===== src/rtl/axil_cmd_arbiter_if.sv =====
// rtl/axil_cmd_arbiter_if.sv - requester, command and B/R tap bundle for axil_cmd_arbiter
interface axil_cmd_arbiter_if #(
    parameter int NUM_REQ    = 4,
    parameter int ADDR_WIDTH = 24,
    parameter int DATA_WIDTH = 32
);
    localparam int ID_W = (NUM_REQ > 1) ? $clog2(NUM_REQ) : 1;

    logic [NUM_REQ-1:0]            req_valid;
    logic [NUM_REQ-1:0]            req_write;
    logic [NUM_REQ*ADDR_WIDTH-1:0] req_addr;
    logic [NUM_REQ*DATA_WIDTH-1:0] req_wdata;
    logic [NUM_REQ-1:0]            req_ready;
    logic [NUM_REQ-1:0]            rsp_valid;
    logic [DATA_WIDTH-1:0]         rsp_rdata;
    logic [1:0]                    rsp_resp;
    logic                          rsp_timeout;
    logic                          busy;
    logic [ID_W-1:0]               grant_id;
    logic                          write;
    logic [ADDR_WIDTH-1:0]         write_address;
    logic [DATA_WIDTH-1:0]         write_data;
    logic                          read;
    logic [ADDR_WIDTH-1:0]         read_address;
    logic                          m_axi_bvalid;
    logic                          m_axi_bready;
    logic [1:0]                    m_axi_bresp;
    logic                          m_axi_rvalid;
    logic                          m_axi_rready;
    logic [DATA_WIDTH-1:0]         m_axi_rdata;
    logic [1:0]                    m_axi_rresp;

    modport slave (
        input  req_valid, req_write, req_addr, req_wdata,
        input  m_axi_bvalid, m_axi_bready, m_axi_bresp,
        input  m_axi_rvalid, m_axi_rready, m_axi_rdata, m_axi_rresp,
        output req_ready, rsp_valid, rsp_rdata, rsp_resp, rsp_timeout, busy, grant_id,
        output write, write_address, write_data, read, read_address
    );

    modport master (
        output req_valid, req_write, req_addr, req_wdata,
        output m_axi_bvalid, m_axi_bready, m_axi_bresp,
        output m_axi_rvalid, m_axi_rready, m_axi_rdata, m_axi_rresp,
        input  req_ready, rsp_valid, rsp_rdata, rsp_resp, rsp_timeout, busy, grant_id,
        input  write, write_address, write_data, read, read_address
    );
endinterface


===== src/rtl/axil_cmd_arbiter.sv =====
// rtl/axil_cmd_arbiter.sv - round-robin arbiter sharing one axil_master command port
// One command outstanding at a time; completion from the B/R taps or a WAIT timeout.
module axil_cmd_arbiter #(
    parameter int NUM_REQ    = 4,
    parameter int ADDR_WIDTH = 24,
    parameter int DATA_WIDTH = 32,
    parameter int TIMEOUT    = 255
) (
    input  logic                 m_axi_aclk,
    input  logic                 m_axi_areset,
    axil_cmd_arbiter_if.slave    bus
);
    localparam int ID_W  = (NUM_REQ > 1) ? $clog2(NUM_REQ) : 1;
    localparam int CNT_W = $clog2(TIMEOUT + 1);

    typedef enum logic [1:0] {S_IDLE, S_ISSUE, S_WAIT, S_RESP} state_t;

    state_t                state_q, state_d;
    logic [ID_W-1:0]       grant_q, grant_d;
    logic [ID_W-1:0]       ptr_q, ptr_d;
    logic                  wr_q, wr_d;
    logic [ADDR_WIDTH-1:0] addr_q, addr_d;
    logic [DATA_WIDTH-1:0] wdata_q, wdata_d;
    logic [CNT_W-1:0]      cnt_q, cnt_d;
    logic [DATA_WIDTH-1:0] rdata_q, rdata_d;
    logic [1:0]            resp_q, resp_d;
    logic                  tmo_q, tmo_d;

    logic                  found;
    logic [ID_W-1:0]       win;
    logic [ID_W-1:0]       idx;
    logic                  win_write;
    logic [ADDR_WIDTH-1:0] win_addr;
    logic [DATA_WIDTH-1:0] win_wdata;
    logic [NUM_REQ-1:0]    grant_oh;

    // First requesting index at or above the pointer, wrapping around.
    always_comb begin
        found = 1'b0;
        win   = '0;
        idx   = '0;
        for (int i = 0; i < NUM_REQ; i++) begin
            idx = ID_W'((int'(ptr_q) + i) % NUM_REQ);
            if (!found && bus.req_valid[idx]) begin
                found = 1'b1;
                win   = idx;
            end
        end
    end

    always_comb begin
        win_write = 1'b0;
        win_addr  = '0;
        win_wdata = '0;
        for (int i = 0; i < NUM_REQ; i++) begin
            if (win == ID_W'(i)) begin
                win_write = bus.req_write[i];
                win_addr  = bus.req_addr[i*ADDR_WIDTH +: ADDR_WIDTH];
                win_wdata = bus.req_wdata[i*DATA_WIDTH +: DATA_WIDTH];
            end
        end
    end

    always_ff @(posedge m_axi_aclk or posedge m_axi_areset) begin
        if (m_axi_areset) begin
            state_q <= S_IDLE;
            grant_q <= '0;
            ptr_q   <= '0;
            wr_q    <= 1'b0;
            addr_q  <= '0;
            wdata_q <= '0;
            cnt_q   <= '0;
            rdata_q <= '0;
            resp_q  <= '0;
            tmo_q   <= 1'b0;
        end else begin
            state_q <= state_d;
            grant_q <= grant_d;
            ptr_q   <= ptr_d;
            wr_q    <= wr_d;
            addr_q  <= addr_d;
            wdata_q <= wdata_d;
            cnt_q   <= cnt_d;
            rdata_q <= rdata_d;
            resp_q  <= resp_d;
            tmo_q   <= tmo_d;
        end
    end

    always_comb begin
        state_d = state_q;
        grant_d = grant_q;
        ptr_d   = ptr_q;
        wr_d    = wr_q;
        addr_d  = addr_q;
        wdata_d = wdata_q;
        cnt_d   = cnt_q;
        rdata_d = rdata_q;
        resp_d  = resp_q;
        tmo_d   = tmo_q;
        case (state_q)
            S_IDLE: begin
                if (found) begin
                    grant_d = win;
                    wr_d    = win_write;
                    addr_d  = win_addr;
                    wdata_d = win_wdata;
                    state_d = S_ISSUE;
                end
            end
            S_ISSUE: begin
                ptr_d   = (grant_q == ID_W'(NUM_REQ - 1)) ? '0 : grant_q + 1'b1;
                cnt_d   = '0;
                state_d = S_WAIT;
            end
            S_WAIT: begin
                cnt_d = cnt_q + 1'b1;
                // A real handshake beats the timeout when both land together.
                if (wr_q && bus.m_axi_bvalid && bus.m_axi_bready) begin
                    rdata_d = '0;
                    resp_d  = bus.m_axi_bresp;
                    tmo_d   = 1'b0;
                    state_d = S_RESP;
                end else if (!wr_q && bus.m_axi_rvalid && bus.m_axi_rready) begin
                    rdata_d = bus.m_axi_rdata;
                    resp_d  = bus.m_axi_rresp;
                    tmo_d   = 1'b0;
                    state_d = S_RESP;
                end else if (cnt_q == CNT_W'(TIMEOUT)) begin
                    rdata_d = '0;
                    resp_d  = 2'b10;
                    tmo_d   = 1'b1;
                    state_d = S_RESP;
                end
            end
            S_RESP: state_d = S_IDLE;
            default: state_d = S_IDLE;
        endcase
    end

    assign grant_oh          = NUM_REQ'(1) << grant_q;
    assign bus.req_ready     = (state_q == S_ISSUE) ? grant_oh : '0;
    assign bus.rsp_valid     = (state_q == S_RESP) ? grant_oh : '0;
    assign bus.write         = (state_q == S_ISSUE) && wr_q;
    assign bus.read          = (state_q == S_ISSUE) && !wr_q;
    assign bus.write_address = addr_q;
    assign bus.write_data    = wdata_q;
    assign bus.read_address  = addr_q;
    assign bus.rsp_rdata     = rdata_q;
    assign bus.rsp_resp      = resp_q;
    assign bus.rsp_timeout   = tmo_q;
    assign bus.busy          = (state_q != S_IDLE);
    assign bus.grant_id      = grant_q;
endmodule


===== src/flat_wrapper.sv =====
// flat-port wrapper written by rule: the top's interface ports become plain ports
module axil_cmd_arbiter_flat 
#(
    parameter int NUM_REQ    = 4,
    parameter int ADDR_WIDTH = 24,
    parameter int DATA_WIDTH = 32,
    parameter int TIMEOUT    = 255
)
  (m_axi_aclk, m_axi_areset, bus_req_valid, bus_req_write, bus_req_addr, bus_req_wdata, bus_m_axi_bvalid, bus_m_axi_bready, bus_m_axi_bresp, bus_m_axi_rvalid, bus_m_axi_rready, bus_m_axi_rdata, bus_m_axi_rresp, bus_req_ready, bus_rsp_valid, bus_rsp_rdata, bus_rsp_resp, bus_rsp_timeout, bus_busy, bus_grant_id, bus_write, bus_write_address, bus_write_data, bus_read, bus_read_address);
  axil_cmd_arbiter_if #(.NUM_REQ(NUM_REQ), .ADDR_WIDTH(ADDR_WIDTH), .DATA_WIDTH(DATA_WIDTH)) bus_i ();
  input  logic m_axi_aclk;
  input  logic m_axi_areset;
  input wire logic [$bits(bus_i.req_valid)-1:0] bus_req_valid;
  input wire logic [$bits(bus_i.req_write)-1:0] bus_req_write;
  input wire logic [$bits(bus_i.req_addr)-1:0] bus_req_addr;
  input wire logic [$bits(bus_i.req_wdata)-1:0] bus_req_wdata;
  input wire logic [$bits(bus_i.m_axi_bvalid)-1:0] bus_m_axi_bvalid;
  input wire logic [$bits(bus_i.m_axi_bready)-1:0] bus_m_axi_bready;
  input wire logic [$bits(bus_i.m_axi_bresp)-1:0] bus_m_axi_bresp;
  input wire logic [$bits(bus_i.m_axi_rvalid)-1:0] bus_m_axi_rvalid;
  input wire logic [$bits(bus_i.m_axi_rready)-1:0] bus_m_axi_rready;
  input wire logic [$bits(bus_i.m_axi_rdata)-1:0] bus_m_axi_rdata;
  input wire logic [$bits(bus_i.m_axi_rresp)-1:0] bus_m_axi_rresp;
  output wire logic [$bits(bus_i.req_ready)-1:0] bus_req_ready;
  output wire logic [$bits(bus_i.rsp_valid)-1:0] bus_rsp_valid;
  output wire logic [$bits(bus_i.rsp_rdata)-1:0] bus_rsp_rdata;
  output wire logic [$bits(bus_i.rsp_resp)-1:0] bus_rsp_resp;
  output wire logic [$bits(bus_i.rsp_timeout)-1:0] bus_rsp_timeout;
  output wire logic [$bits(bus_i.busy)-1:0] bus_busy;
  output wire logic [$bits(bus_i.grant_id)-1:0] bus_grant_id;
  output wire logic [$bits(bus_i.write)-1:0] bus_write;
  output wire logic [$bits(bus_i.write_address)-1:0] bus_write_address;
  output wire logic [$bits(bus_i.write_data)-1:0] bus_write_data;
  output wire logic [$bits(bus_i.read)-1:0] bus_read;
  output wire logic [$bits(bus_i.read_address)-1:0] bus_read_address;
  assign bus_i.req_valid = bus_req_valid;
  assign bus_i.req_write = bus_req_write;
  assign bus_i.req_addr = bus_req_addr;
  assign bus_i.req_wdata = bus_req_wdata;
  assign bus_i.m_axi_bvalid = bus_m_axi_bvalid;
  assign bus_i.m_axi_bready = bus_m_axi_bready;
  assign bus_i.m_axi_bresp = bus_m_axi_bresp;
  assign bus_i.m_axi_rvalid = bus_m_axi_rvalid;
  assign bus_i.m_axi_rready = bus_m_axi_rready;
  assign bus_i.m_axi_rdata = bus_m_axi_rdata;
  assign bus_i.m_axi_rresp = bus_m_axi_rresp;
  assign bus_req_ready = bus_i.req_ready;
  assign bus_rsp_valid = bus_i.rsp_valid;
  assign bus_rsp_rdata = bus_i.rsp_rdata;
  assign bus_rsp_resp = bus_i.rsp_resp;
  assign bus_rsp_timeout = bus_i.rsp_timeout;
  assign bus_busy = bus_i.busy;
  assign bus_grant_id = bus_i.grant_id;
  assign bus_write = bus_i.write;
  assign bus_write_address = bus_i.write_address;
  assign bus_write_data = bus_i.write_data;
  assign bus_read = bus_i.read;
  assign bus_read_address = bus_i.read_address;
  axil_cmd_arbiter #(.NUM_REQ(NUM_REQ), .ADDR_WIDTH(ADDR_WIDTH), .DATA_WIDTH(DATA_WIDTH), .TIMEOUT(TIMEOUT)) u_core (.m_axi_aclk(m_axi_aclk), .m_axi_areset(m_axi_areset), .bus(bus_i));
endmodule

===== config.mk =====
export PLATFORM = sky130hd
export DESIGN_NAME = axil_cmd_arbiter_flat
export DESIGN_NICKNAME = d
export VERILOG_FILES = /design/src/rtl/axil_cmd_arbiter_if.sv /design/src/rtl/axil_cmd_arbiter.sv /design/src/flat_wrapper.sv
export SDC_FILE = /design/constraint.sdc
export NUM_CORES = 1
export LEC_CHECK = 0
export ABC_CLOCK_PERIOD_IN_PS = 5300
export CORE_AREA = 2 2 154 156
export CTS_CLUSTER_DIAMETER = 150
export DETAILED_ROUTE_END_ITERATION = 8
export DIE_AREA = 0 0 156 158
export HOLD_SLACK_MARGIN = 0.02
export PLACE_DENSITY = 0.61
export SLEW_MARGIN = 20
export SYNTH_ARGS = -nofsm -noshare
export SYNTH_HDL_FRONTEND = slang
export SYNTH_SLANG_ARGS = --single-unit

===== constraint.sdc =====
create_clock -name m_axi_aclk -period 5.3 [get_ports m_axi_aclk]
set_clock_uncertainty 0.05 [all_clocks]
set_input_delay 1.325 -clock m_axi_aclk [delete_from_list [all_inputs] [get_ports m_axi_aclk]]
set_output_delay 1.325 -clock m_axi_aclk [all_outputs]
set_load 0.02 [all_outputs]

==> flow_metrics.tcl <==
set metrics [dict create \
    ant_nets 0 \
    initial_core_util_pct 27.0 \
    ys_seq_area_share_pct 42.5 \
    synthTopCellsByCount "106 x dfrtp_1, 76 x nand2_1, 66 x and2_1, 65 x nor2_1, 59 x mux2i_1" \
    async_flop_share_pct 100 \
    ys_warn_count 0 \
    clock_latency_ns 0.35 \
    cts-root-buf "clkbuf_16" \
    syn_inst 669 \
    die_h_um 158 \
    max_freq_mhz 284 \
    synth_top_area_share_pct 42.5 \
    rows 56 \
    tightest_slew_ns 1.02 \
    finalSetupViolations 0 \
    antenna_found_initial 0 \
    routed-via-count 6317 \
    yosysUniqueCellTypes 41 \
    grt_util_all_layers_pct 19.8 \
    cts_max_level 3 \
    crit_end "u_core.bus.write_data[7]$_DFFE_PP0P_" \
    grt_max_degree 60 \
    startpoint "bus_req_valid[1]" \
    pwr-share-seq_pct 26.6 \
    cp-end-kind "flip-flop" \
    grt_pass1_vias 6367 \
    setup_tns_ns 0 \
    p_comb_share_pct 60.2 \
    swShare_pct 44.2 \
    routed_via_density 4.82 \
    fillers 2264 \
    pwr_density_cell_nw_per_um2 511 \
    p_int_uw 3020 \
    syn-num-nets 952 \
    cts_max_path_buffers 2 \
    p_leak_uw 0.00447 \
    area_delta_synth_final_pct 70.0 \
    pin_count 402 \
    grt_pass1_wl_mm 37.3 \
    gp_congestion 0.801 \
    r2r-end "u_core.bus.write_data[7]$_DFFE_PP0P_" \
    layout-drive-gt1-share_pct 3.73 \
    status "completed" \
    core_um2 23100 \
    netlist_top_cells_area "dfrtp_1 43%, mux2i_1 9.5%, a221oi_1 7.9%, a211oi_1 6.9%, and2_1 6.6%" \
    max-cap-violations 0 \
    cts_made_buffers 9 \
    postCtsHoldBufs 0 \
    ys.flop_type "dfrtp_1" \
    reg2reg_from "u_core.ptr_q[0]$_DFFE_PP0P_" \
    reg2reg_slack_ns 2.88 \
    post_drt_wl_per_cell_um 19.2 \
    cts_tree "built" \
    startpoint_type "input pin" \
    rsz0062_at_grt "false" \
    grt_overflow 0 \
    fin_hold_ws_ns 0.417 \
    hold_viol 0 \
    relSlewSlack_pct 32.0 \
    drt-total-wl_mm 25.2 \
    slew_violations 0 \
    p_clk_share_pct 13.2 \
    dieArea_um2 24600 \
    ys_seq_elements 106 \
    worstHoldPathType "flip-flop to flip-flop" \
    first_iter_violations 421 \
    fin_crit_sh_pct 66.4 \
    dpl.hpwl_mm 18.7 \
    post_cts_buffers 0 \
    yosysMostFrequentCell "dfrtp_1" \
    die_x_um 156 \
    clk_pin_slew_worst_paths_ns 0.07 \
    crit_arrival_ns 3.72 \
    syn-cell-area_um2 6230 \
    worstPathMaxFanout 34 \
    irDropWorstVdd_uv 282 \
    period_needed_ns 3.52 \
    r2r_cells 6 \
    firstDrtPassIters 4 \
    yosysTopAreaCell "dfrtp_1" \
    worst_ep_required_time_ns 5.50 \
    cts_num_sinks 106 \
    io_buffers 401 \
    ctsResizeCount 0 \
    critical_path_class "input pin to flip-flop" \
    layout.nets 1298 \
    syn_area_per_cell_um2 9.32 \
    drc_errors 0 \
    num_antenna_cells 0 \
    p_sw_uw 2400 \
    synth_edf_count 0 \
]
-- sequential cells by signal, summed over array words and instances, names as in the netlist --
name / count
u_core.bus.grant_id: 2
u_core.bus.read_address: 24
u_core.bus.rsp_rdata: 32
u_core.bus.rsp_resp: 2
u_core.bus.rsp_timeout: 1
u_core.bus.write_data: 32
u_core.cnt_q: 8
u_core.ptr_q: 2
u_core.state_q: 2
u_core.wr_q: 1
-- power by group through the flow --
stage                     Clock (uW)  Combinational, uW  Sequential, uW
final                            717               3260            1440
after global routing             774               3520            1490
after CTS                        742               3290            1450
after detailed placement           0               3280            1460
after global placement             0               3270            1450
after floorplan                    0               1520            1820
-- cell families after synthesis --
kind of cell / count (synthesis) / share of synthesized area, %
muxes: 61 / 9.83
DFF: 106 / 42.5
and+or+nand+nor: 258 / 19.5
AOI/OAI and AO/OA: 139 / 17.7
xor gates and xnor gates: 2 / 0.281
buffers and inverters: 94 / 8.29
adders and majority gates: 9 / 1.81
-- metrics by stage --
step	setup WS (ns)	cells	utilization (%)	power [uW]	cell area, um2
2_1_floorplan	1.14	669	-	3330	6230
3_3_place_gp	1.45	1294	44.7	4720	10300
3_5_place_dp	1.42	1294	44.7	4750	10300
4_1_cts	1.80	1310	46.0	5480	10600
5_1_grt	1.64	1310	46.0	5780	10600
6_report	1.78	1310	46.0	5420	10600
-- area by class of cell --
type,instances,area [um2],share of cell area (%)
Clock buffer,11,243,2.29
Clock inverter,5,61.3,0.578
Inverter,15,58.8,0.555
Multi-Input combinational cell,469,3090,29.1
Sequential cell,106,2650,25.0
Tap cell,290,363,3.42
Timing Repair Buffer,414,4140,39.0
-- critical path, stage by stage --
cell and delay (ns):
clkdlybuf4s50_1 0.52, inv_1 0.08, a221o_1 0.34, nand2_2 0.46
buf_4 0.49, a221oi_1 0.19, a211oi_1 0.26
-- cells in the final DEF (no fill, tap or decap), types with 2 or more instances in the layout --
| cell | count |
|---|---|
| clkbuf_16 | 9 |
| and2_1 | 66 |
| dfrtp_1 | 106 |
| xnor2_1 | 2 |
| clkdlybuf4s50_1 | 401 |
| mux2_2 | 2 |
| nand2_1 | 75 |
| mux2i_1 | 59 |
| nand3_1 | 38 |
| inv_1 | 14 |
| o22ai_1 | 2 |
| a221oi_1 | 56 |
| buf_4 | 11 |
| nor2b_1 | 2 |
| a21oi_1 | 3 |
| inv_6 | 2 |
| o21ai_0 | 8 |
| nand2b_1 | 3 |
| ha_1 | 9 |
| nor2_1 | 65 |
| buf_12 | 2 |
| a211oi_1 | 57 |
| nor3_1 | 2 |
-- metal layers --
layer  vias to the layer above  share of wire (%)  global-route usage [%]
met4                         2                1.5                    5.29
met2                       284                 49                    34.7
met5                         -              0.032                       0
met1                      2947                 41                    24.0
met3                        21                8.1                    5.56
li1                       3063                  -                       -
-- worst min path at each step --
stage	from	to	slack, ns	depth (start not counted)
after detailed placement	u_core.bus.rsp_rdata[7]$_DFFE_PP0P_	u_core.bus.rsp_rdata[7]$_DFFE_PP0P_	0.40	2
after global placement	u_core.bus.rsp_rdata[31]$_DFFE_PP0P_	u_core.bus.rsp_rdata[31]$_DFFE_PP0P_	0.40	2
after global routing	u_core.bus.rsp_rdata[18]$_DFFE_PP0P_	u_core.bus.rsp_rdata[18]$_DFFE_PP0P_	0.44	2
final	u_core.bus.rsp_rdata[18]$_DFFE_PP0P_	u_core.bus.rsp_rdata[18]$_DFFE_PP0P_	0.42	2
after floorplan	u_core.cnt_q[3]$_DFFE_PP0P_	u_core.cnt_q[3]$_DFFE_PP0P_	0.43	1
after CTS	u_core.bus.rsp_rdata[18]$_DFFE_PP0P_	u_core.bus.rsp_rdata[18]$_DFFE_PP0P_	0.42	2
Note: power is estimated with default switching activity, not from simulation.
